File: config.mk
export PLATFORM = sky130hd
export DESIGN_NAME = rx_readout_ctrl
export DESIGN_NICKNAME = d
export VERILOG_FILES = /design/src/rtl/rx_pkg.sv /design/src/rtl/rx_readout_timer.sv /design/src/rtl/rx_readout_ctrl.sv
export SDC_FILE = /design/constraint.sdc
export NUM_CORES = 1
export LEC_CHECK = 0
export ABC_AREA = 1
export CAP_MARGIN = 40
export CELL_PAD_IN_SITES_DETAIL_PLACEMENT = 1
export CELL_PAD_IN_SITES_GLOBAL_PLACEMENT = 1
export CORE_ASPECT_RATIO = 0.6
export CORE_MARGIN = 10
export CORE_UTILIZATION = 26
export CTS_CLUSTER_SIZE = 25
export DETAILED_ROUTE_END_ITERATION = 8
export PLACE_DENSITY_LB_ADDON = 0.1
export RECOVER_POWER = 100
export SLEW_MARGIN = 10
export SYNTH_ARGS = -nofsm -noshare
export SYNTH_HDL_FRONTEND = slang
export SYNTH_HIERARCHICAL = 1
export SYNTH_SLANG_ARGS = --single-unit
File: constraint.sdc
create_clock -name crx_clk -period 1.24 [get_ports crx_clk]
set_input_delay 0.186 -clock crx_clk [delete_from_list [all_inputs] [get_ports crx_clk]]
set_output_delay 0.186 -clock crx_clk [all_outputs]
set_load 0.01 [all_outputs]
File: src/rtl/rx_pkg.sv
// Shared widths and FSM state encoding for the RX readout controller.
package rx_pkg;

  localparam int RX_CORR_W = 32;
  localparam int RX_PEAK_W = 41;
  localparam int RX_TIME_W = 32;
  localparam int RX_SEQ_W  = 4;

  typedef enum logic [2:0] {
    ST_IDLE     = 3'd0,
    ST_ACK      = 3'd1,
    ST_WAIT_RDY = 3'd2,
    ST_PUSH     = 3'd3,
    ST_REQ      = 3'd4,
    ST_DONE     = 3'd5
  } rx_state_e;

endpackage

File: src/rtl/rx_readout_timer.sv
// Clearable saturating wait counter; expired_o marks the last permitted wait cycle.
module rx_readout_timer #(
  parameter int TIMEOUT_CYC = 1023
) (
  input  logic clk_i,
  input  logic rst_ni,
  input  logic clr_i,
  input  logic en_i,
  output logic expired_o
);

  localparam int CNT_W = (TIMEOUT_CYC > 0) ? $clog2(TIMEOUT_CYC + 1) : 1;
  localparam logic [CNT_W-1:0] CNT_MAX = CNT_W'(TIMEOUT_CYC);
  localparam logic [CNT_W-1:0] CNT_LIM = CNT_W'((TIMEOUT_CYC > 0) ? TIMEOUT_CYC - 1 : 0);

  logic [CNT_W-1:0] cnt_q, cnt_d;

  always_comb begin
    cnt_d = cnt_q;
    if (clr_i) begin
      cnt_d = '0;
    end else if (en_i && (cnt_q != CNT_MAX)) begin
      cnt_d = cnt_q + CNT_W'(1);
    end
  end

  always_ff @(posedge clk_i) begin
    if (!rst_ni) begin
      cnt_q <= '0;
    end else begin
      cnt_q <= cnt_d;
    end
  end

  // The cycle in which cnt_q reaches TIMEOUT_CYC-1 is the TIMEOUT_CYC-th wait cycle.
  assign expired_o = en_i && (cnt_q >= CNT_LIM);

endmodule

File: src/rtl/rx_readout_ctrl.sv
// Reads NUM_SAMPLES correlator-buffer samples per accepted peak and streams them to the host.
// Optional wait timeout enabled by defining RX_READOUT_TIMEOUT_EN.
module rx_readout_ctrl
  import rx_pkg::*;
#(
  parameter int NUM_SAMPLES = 128,
  parameter int TRIG_HOLD   = 5,
  parameter int TIMEOUT_CYC = 1023
) (
  input  logic                        crx_clk,
  input  logic                        rrx_rst,
  input  logic                        erx_en,
  input  logic                        ipeak_trigger,
  input  logic signed [RX_PEAK_W-1:0] ipeak_sample,
  input  logic        [RX_TIME_W-1:0] ipeak_time,
  input  logic        [RX_SEQ_W-1:0]  ipeak_seq,
  output logic                        oresult_acquired,
  input  logic signed [RX_CORR_W-1:0] icorr_sample_buff,
  input  logic                        icorr_sample_ready_buff,
  output logic                        onext_sample_trigg_buff,
  output logic                        oall_acquired_buff_trigg,
  output logic signed [RX_PEAK_W-1:0] ohdr_peak,
  output logic        [RX_TIME_W-1:0] ohdr_time,
  output logic        [RX_SEQ_W-1:0]  ohdr_seq,
  output logic                        ohost_valid,
  output logic        [RX_CORR_W-1:0] ohost_data,
  output logic                        ohost_last,
  input  logic                        ihost_ready,
  output logic                        obusy,
  output logic                        odrop,
  output logic                        oerr_timeout
);

  localparam int IDX_W  = (NUM_SAMPLES > 1) ? $clog2(NUM_SAMPLES) : 1;
  localparam int HOLD_W = (TRIG_HOLD > 1) ? $clog2(TRIG_HOLD) : 1;
  localparam logic [IDX_W-1:0]  IDX_LAST = IDX_W'(NUM_SAMPLES - 1);
  localparam logic [HOLD_W-1:0] HOLD_LIM = HOLD_W'((TRIG_HOLD > 0) ? TRIG_HOLD - 1 : 0);

  rx_state_e state_q, state_d;
  logic [IDX_W-1:0]            idx_q, idx_d;
  logic [HOLD_W-1:0]           hold_q, hold_d;
  logic                        low_q, low_d;
  logic signed [RX_PEAK_W-1:0] hdr_peak_q, hdr_peak_d;
  logic [RX_TIME_W-1:0]        hdr_time_q, hdr_time_d;
  logic [RX_SEQ_W-1:0]         hdr_seq_q, hdr_seq_d;
  logic signed [RX_CORR_W-1:0] data_q, data_d;
  logic                        drop_q, drop_d;
  logic                        err_q, err_d;
  logic                        tmo;
  logic                        ack_c, trg_c, all_c, vld_c;

`ifdef RX_READOUT_TIMEOUT_EN
  rx_readout_timer #(
    .TIMEOUT_CYC(TIMEOUT_CYC)
  ) u_timer (
    .clk_i    (crx_clk),
    .rst_ni   (rrx_rst),
    .clr_i    (state_d != state_q),
    .en_i     ((state_q == ST_WAIT_RDY) || (state_q == ST_REQ)),
    .expired_o(tmo)
  );
`else
  logic unused_timeout_cfg;
  assign unused_timeout_cfg = ^TIMEOUT_CYC;
  assign tmo = 1'b0;
`endif

  always_comb begin
    state_d    = state_q;
    idx_d      = idx_q;
    hold_d     = hold_q;
    low_d      = low_q;
    hdr_peak_d = hdr_peak_q;
    hdr_time_d = hdr_time_q;
    hdr_seq_d  = hdr_seq_q;
    data_d     = data_q;
    err_d      = err_q;
    ack_c      = 1'b0;
    trg_c      = 1'b0;
    all_c      = 1'b0;
    vld_c      = 1'b0;
    drop_d     = ipeak_trigger && (state_q != ST_IDLE);

    case (state_q)
      ST_IDLE: begin
        if (ipeak_trigger && erx_en) begin
          state_d    = ST_ACK;
          hdr_peak_d = ipeak_sample;
          hdr_time_d = ipeak_time;
          hdr_seq_d  = ipeak_seq;
        end
      end
      ST_ACK: begin
        ack_c   = 1'b1;
        idx_d   = '0;
        err_d   = 1'b0;
        state_d = ST_WAIT_RDY;
      end
      ST_WAIT_RDY: begin
        if (icorr_sample_ready_buff) begin
          data_d  = icorr_sample_buff;
          state_d = ST_PUSH;
        end else if (tmo) begin
          err_d   = 1'b1;
          state_d = ST_DONE;
        end
      end
      ST_PUSH: begin
        vld_c = 1'b1;
        if (ihost_ready) begin
          if (idx_q == IDX_LAST) begin
            state_d = ST_DONE;
          end else begin
            idx_d   = idx_q + IDX_W'(1);
            hold_d  = '0;
            low_d   = 1'b0;
            state_d = ST_REQ;
          end
        end
      end
      ST_REQ: begin
        trg_c = 1'b1;
        if (hold_q != HOLD_LIM) hold_d = hold_q + HOLD_W'(1);
        if (!icorr_sample_ready_buff) low_d = 1'b1;
        // Ready must have been seen low so the stale sample is never recaptured.
        if ((hold_q >= HOLD_LIM) && (low_q || !icorr_sample_ready_buff)) begin
          state_d = ST_WAIT_RDY;
        end else if (tmo) begin
          err_d   = 1'b1;
          state_d = ST_DONE;
        end
      end
      ST_DONE: begin
        all_c   = 1'b1;
        state_d = ST_IDLE;
      end
      default: state_d = ST_IDLE;
    endcase

    // Disable aborts any readout silently; the header stays latched.
    if (!erx_en) begin
      state_d = ST_IDLE;
      ack_c   = 1'b0;
      trg_c   = 1'b0;
      all_c   = 1'b0;
      vld_c   = 1'b0;
    end
  end

  always_ff @(posedge crx_clk) begin
    if (!rrx_rst) begin
      state_q    <= ST_IDLE;
      idx_q      <= '0;
      hold_q     <= '0;
      low_q      <= 1'b0;
      hdr_peak_q <= '0;
      hdr_time_q <= '0;
      hdr_seq_q  <= '0;
      data_q     <= '0;
      drop_q     <= 1'b0;
      err_q      <= 1'b0;
    end else begin
      state_q    <= state_d;
      idx_q      <= idx_d;
      hold_q     <= hold_d;
      low_q      <= low_d;
      hdr_peak_q <= hdr_peak_d;
      hdr_time_q <= hdr_time_d;
      hdr_seq_q  <= hdr_seq_d;
      data_q     <= data_d;
      drop_q     <= drop_d;
      err_q      <= err_d;
    end
  end

  assign oresult_acquired         = ack_c;
  assign onext_sample_trigg_buff  = trg_c;
  assign oall_acquired_buff_trigg = all_c;
  assign ohost_valid              = vld_c;
  assign ohost_last               = vld_c && (idx_q == IDX_LAST);
  assign ohost_data               = data_q;
  assign ohdr_peak                = hdr_peak_q;
  assign ohdr_time                = hdr_time_q;
  assign ohdr_seq                 = hdr_seq_q;
  assign obusy                    = (state_q != ST_IDLE);
  assign odrop                    = drop_q;
  assign oerr_timeout             = err_q;

endmodule

==> summary.md, run 1 <==
| Metric | Value |
|---|---|
| Fillcell total | 1993 |
| Syn_nets | around 740 |
| Status | finished with violations |
| Final Cycle Share | 1.30 |
| Layout area overhead | 112% |
| Number of flops mapped to enable cells by yosys | 0 |
| Reg2reg start | state_q[2] |
| Post-synth top flop | dfxtp_1 |
| NumNets Final | 1065 |
| MaxCap Viol Count | 0 |
| Leading area contributor after synthesis | dfxtp_1 |
| WL per Instance | approximately 21 µm |
| Tmin final | 1620 ps |
| Port bufs | 230 |
| Antenna viol nets, final | 0 |
| Reg-to-reg slack, setup | -350 ps |
| Max IR drop VDD | 0.000816 V |
| Reg-to-reg endpoint | ohdr_peak[15] |
| Hold Path End | ohdr_peak[31] |
| Largest net degree at the start of global routing | 42 |
| Post-synth top area share | 0.510 |
| DRT iter0 DRCs | 171 |
| Crit path top cell by count | buf_6 |
| Syn Inst Count | 621 |
| Relative slew slack | 0.594 |
| Startpoint Class | flop |
| Via count | 5492 |
| CTS tree | built |
| Post-DP HPWL | approximately 15000 µm |
| Overall Power | 12.2 mW |
| Max Slew Vio Count | 0 |
| Gr usage total | 0.196 |
| Routed WL | 25000 µm |
| CP bufs+invs | 4 |
| Clock-pin slew on the worst setup and hold paths | 60 ps |
| Dpl cells | 1106 |
| Most frequent cell after synthesis | inv_1 |
| Synth unique cells | 30 |
| Die ar. | 0.0248 mm² |
| Sequential Area | 0.00249 mm² |
| Final setup margin | -375 ps |
| Remaining global-route overflow | 0 |
| Synth Area in Simple Gates | 0.0917 |
| Slowest stage cell, crit path | dfxtp_2 |
| Most instantiated cells after synthesis | inv_1 (131), dfxtp_1 (124), a21oi_1 (118), o21ai_0 (112), nand2_1 (43) |
| Pleak | between 4 and 5 nW |
| F_max | 619 MHz |
| Setup Total Neg Slack | -32690 ps |
| Compound-Gate Fraction of Synth Area | 0.241 |
| Starting Density | 0.267 |
| Multi-input logic area | ~0.0028 mm² |
| Final Skew | between 10 and 15 ps |
| Adder-cell share of the synthesized area | 0.00771 |
| Die height | 126 µm |
| Delay-heaviest family, CP | buffers and inverters |
| Remaining DRCs | 0 |
| Synth area leaders | dfxtp_1 (51%), a21oi_1 (12%), o21ai_0 (12%) |
| Drt pass-1 iters | 4 |
| CTS HTree Levels | 4 |
| Clk_lat worst skew | ~410 ps |
| Main combinational cell family by area after synthesis | compound AO/OA/AOI/OAI gates |
| Crit end category | primary output |
| Non-Filler Instances | 1200 |
| Synth async-reset ratio | 0 |
| Worst min path class | in2reg |
| Routability cong. | 0.764 |
| Die Width | 197 µm |
| Initial antenna violation count | 1 |
| Crit Path Class | reg2out |
| Number of buffers created by CTS | 17 |
| Hold Crit Start | rrx_rst |
| WP depth | 6 |
| Mux contribution to synthesized area | 0 |
| WHS Path Cells | 4 |
| Worst endpoint data arrival time | 1430 ps |
| Layout cells sized above 1 | 0.470 |
| Power density cells | 1180 mW/mm² |
| Required time of the critical path | 1050 ps |
| First-pass GRT wire length | 38000 µm |
| IO Count | 232 |
| Syn_area_per_cell | 7.84 µm² |
| Post-synthesis xor/xnor area fraction | 0 |
| Min Hold Slack | 296 ps |
| R2R depth | 10 |
| Final Hold Fails | 0 |
| RSZ-0062 raised after global routing | true |
| Site Rows | 38 |
| Root buffer cell | clkbuf_16 |
| Critical-path cell list | buf_6, buf_6, buf_12, nand3_4, nor2_2, buf_2 |
| Yosys warns | 6 |
| Flops & latches, synth | 124 |
| Final setup viols | 129 |
| Worst Tran Pin Value | 610 ps |
| Synthesized cell area | 0.00487 mm² |
| Worst-path fanout max | 3 |
| CORE AREA | 0.0182 mm² |
| Clk sinks | 124 |
| Vias in the first global route | 6307 |
| Vias per Instance | about 4.6 |
| CP max stage delay | 370 ps |
| Sequential element share of the synthesized area | 0.510 |
| Failing checks | negative setup slack |
| Clk buf depth | 2 |
## worst max-delay path by stage
stage,startpoint,to,slack (ps)
after global routing,state_q[0],ohdr_peak[3],-440
final,state_q[0],oresult_acquired,-380
after detailed placement,erx_en,oresult_acquired,-480
after global placement,erx_en,ohost_valid,-480
after floorplan,idx_q[1],hold_q[2],-2
after CTS,idx_q[0],ohost_last,-400
## registers in the layout, summed over array words and instances, names as in the netlist
name        cells
hold_q          3
idx_q           7
low_q           1
odrop           1
ohdr_peak      41
ohdr_seq        4
ohdr_time      32
ohost_data     32
state_q         3
## worst min-delay path, cell delays in order
cell	delay [ps]
buf_2	120
buf_12	210
o21ai_4	90
a21oi_2	30
## cell usage in the layout, fill, tap and decap left out, drive strengths merged
master	n
clkinv	4
conb	1
nand3	13
nor2	22
a21oi	119
bufbuf	1
buf	121
bufinv	6
clkdlybuf4s50	113
clkinvlp	2
nand4	2
diode	1
nor4	1
dlygate4sd2	12
or2	1
and3	1
o21ai	112
clkbuf	79
ha	3
o21bai	2
dfxtp	124
nor3	1
nand2	48
inv	135
clkdlybuf4s15	36
## layout make-up
type                            instances  share of cell area
Multi-Input combinational cell        326               0.270
Sequential cell                       124               0.241
Antenna cell                            1            0.000242
Timing Repair Buffer                  344               0.345
Tap cell                              240              0.0290
Clock buffer                           18              0.0415
Clock inverter                         13              0.0231
Inverter                              134              0.0496
## per-layer routing
layer | wire length [µm] | vias up | global-route usage
met5 | 0 | - | 0
met4 | 191 | 0 | 0.0510
met3 | 1740 | 13 | 0.0652
met2 | 12300 | 146 | 0.332
met1 | 10700 | 2690 | 0.232
li1 | - | 2643 | -
## power breakdown
| part | internal [mW] | switching [mW] | leakage (nW) |
|---|---|---|---|
| Sequential | 4.18 | 0.109 | 1.02 |
| Combinational | 1.12 | 1.01 | 2.85 |
| Clock | 3.79 | 2.01 | 0.317 |
## cell families after synthesis
logic type      count (synthesis)
simple gates                   89
other cells                     1
flops                         124
buf+inv                       171
compound gates                233
fa+ha+maj                       3
## metrics by stage
| stage | worst slack, ps | instance area, µm² | util |
|---|---|---|---|
| after floorplan | -1.89 | 4890 | - |
| after global placement | -476 | 7700 | 0.423 |
| after detailed placement | -475 | 7700 | 0.423 |
| after CTS | -399 | 10300 | 0.567 |
| after global routing | -439 | 10300 | 0.568 |
| final | -375 | 10300 | 0.568 |
## what timing repair did
item / in CTS / in global routing
buffers inserted: 43 / 13
pin swaps: 70 / 43
endpoints found under the hold margin: 0 / 0
hold buffers: 0 / 0
gates cloned: 26 / 2
gates resized for setup: 562 / 206
setup endpoints to repair: 239 / 220
(Power assumes the default switching activity.)
==> run 2: changes to the inputs <==
--- a/config.mk
+++ b/config.mk
@@ -16,6 +16,8 @@
 export DETAILED_ROUTE_END_ITERATION = 8
 export PLACE_DENSITY_LB_ADDON = 0.1
 export RECOVER_POWER = 100
+export SETUP_SLACK_MARGIN = 0.3
+export SKIP_LAST_GASP = 1
 export SLEW_MARGIN = 10
 export SYNTH_ARGS = -nofsm -noshare
 export SYNTH_HDL_FRONTEND = slang
==> summary.md, run 2 (synthesis results as in run 1) <==
| Metric | Value |
|---|---|
| Status | finished with violations |
| Failing checks | negative setup slack |
| Antenna viol nets, final | 0 |
| Crit end category | flop |
| CTS HTree Levels | 4 |
| Sw Pwr | 2.99 mW |
| Clk sinks | approximately 120 |
| Startpoint Class | flop |
| Worst min path class | in2reg |
| Sequential Area | 0.00263 mm² |
| Crit Path Class | reg2reg |
| Starting Density | 0.267 |
| Worst endpoint data arrival time | 1950 ps |
| Gr usage total | 0.170 |
| Remaining global-route overflow | 0 |
| Root buffer cell | clkbuf_16 |
| Fillcell total | 1967 |
| Die ar. | between 0.02 and 0.025 mm² |
| Final Hold Fails | 0 |
| WP depth | 11 |
| NumNets Final | 1073 |
| Clk_lat worst skew | ~430 ps |
| Required time of the critical path | 1550 ps |
| Vias per Instance | 4.54 |
| Site Rows | 38 |
| Drt pass-1 iters | 4 |
| Internal power | ~8.4 mW |
| Post-DP HPWL | 14700 µm |
| CP max stage delay | 330 ps |
| Layout cells sized above 1 | 0.567 |
| First-pass GRT wire length | roughly 33000 µm |
| R2R depth | 11 |
| MaxCap Viol Count | 0 |
| Most common cell after layout, fill and taps aside | buf_6 |
| Via count | 5482 |
| Vias in the first global route | 5780 |
| Multi-input logic area | 0.00248 mm² |
| Commonest cells after routing, fill and taps aside | buf_6 (137), inv_1 (128), dfxtp_2 (113), clkdlybuf4s50_1 (113), a21oi_1 (65) |
| Final setup margin | -393 ps |
| Final setup viols | 129 |
| Tmin final | 1630 ps |
| Worst-path fanout max | 8 |
| Clock power frac | 0.444 |
| Max Slew Vio Count | 0 |
| Combinational share of power | 0.175 |
| CORE AREA | 0.0182 mm² |
| Largest net degree at the start of global routing | 39 |
| RSZ-0062 raised after global routing | true |
| Crit path top cell by count | buf_12 |
| Critical-path cell list | buf_12, clkinv_8, nand2_8, nor2_4, buf_6, nand3_4, buf_8, buf_12, buf_16, o21ai_4, a21oi_2 |
| Max IR drop VDD | about 0.00091 V |
| Reg2reg start | state_q[1] |
| Die height | 126 µm |
| Hold Path End | idx_q[6] |
| F_max | 613 MHz |
| WHS Path Cells | 4 |
| DRT iter0 DRCs | 159 |
| Number of buffers created by CTS | 17 |
| Ant. Diodes | 0 |
| Clock-pin slew on the worst setup and hold paths | about 60 ps |
| Hold-fix buffer count after cts | 0 |
| WL per Instance | 19.9 µm |
| Die Width | a little under 200 µm |
| CP bufs+invs | 6 |
| Delay-heaviest family, CP | buffers and inverters |
| Dpl cells | 1110 |
| Slowest stage cell, crit path | dfxtp_2 |
| Max FFs per register | 41 |
| Remaining DRCs | 0 |
| Initial antenna violation count | 0 |
| Non-Filler Instances | around 1200 |
| Sequential Power Share | 0.381 |
| Reg-to-reg slack, setup | -390 ps |
| Clk buf depth | 2 |
| Sw Ratio | 0.262 |
| Routability cong. | between 0.8 and 0.9 |
| IO Count | 232 |
| Layout area overhead | 115% |
| Power density cells | 1090 mW/mm² |
| CTS tree | built |
| Port bufs | 230 |
| Hold Crit Start | rrx_rst |
| Routed WL | roughly 24000 µm |
| Pleak | 4.27 nW |
| Final Cycle Share | 1.32 |
| Reg-to-reg endpoint | ohdr_time[3] |
| Final Skew | 16.1 ps |
| Post-Place Setup Slack | -497 ps |
## run 2: cell types whose count changed in the layout (fill, tap and decap cells not counted), sizes merged
cell           delta
clkdlybuf4s15    -36
bufinv            -4
clkbuf           -57
clkinvlp          +2
bufbuf            +1
inv               -2
diode             -1
dlygate4sd2      -12
buf             +113
clkinv            +4
## run 2: power by group through the flow
stage,clock [mW],combinational (mW),sequential (mW)
final,5.07,2.00,4.36
after CTS,5.18,1.81,4.35
after floorplan,0,0.441,4.45
after global placement,0,1.46,4.35
after detailed placement,0,1.50,4.36
after global routing,5.41,2.15,4.38
## run 2: metal layers
layer	global-route usage	up-vias	wire (µm)
met3	0.0859	26	2230
met5	0	-	0
li1	-	2657	-
met2	0.275	170	11600
met4	0.0528	0	325
met1	0.194	2629	9830
## run 2: worst max-delay path by stage
stage | slack, ps | from | endpoint
final | -390 | state_q[1] | ohdr_time[3]
after global routing | -460 | state_q[1] | ohdr_time[5]
after CTS | -380 | idx_q[1] | ohost_last
after detailed placement | -500 | erx_en | oresult_acquired
after global placement | -490 | erx_en | ohost_valid
after floorplan | 20 | state_q[1] | ohdr_time[20]
## run 2: cell type report
cell class / instances / share of cell area
Clock buffer: 19 / 0.0433
Multi-Input combinational cell: 326 / 0.237
Tap cell: 240 / 0.0287
Sequential cell: 124 / 0.252
Clock inverter: 13 / 0.0135
Inverter: 134 / 0.0504
Timing Repair Buffer: 352 / 0.375
## run 2: worst min-delay path, delay by kind of cell
kind                   cells  cell delay, ps
AOI/OAI and AO/OA          1              20
buffers and inverters      2             260
and+or+nand+nor            1             120
## run 2: repair_timing
action                     in CTS  in global routing
buffers inserted               24                 28
cloned                         10                  4
resized for setup             823                168
pin swaps                      17                 35
setup endpoints to repair     239                239
## run 2: per-stage QoR
step	total power [mW]	TNS (ps)	hold slack, ps	instance area [µm²]	util
2_1_floorplan	4.89	0	305	5010	-
3_3_place_gp	5.82	-35240	429	7910	0.435
3_5_place_dp	5.86	-38750	436	7910	0.435
4_1_cts	11.3	-32650	203	9610	0.528
5_1_grt	11.9	-46430	233	10500	0.574
6_report	11.4	-38060	219	10500	0.574
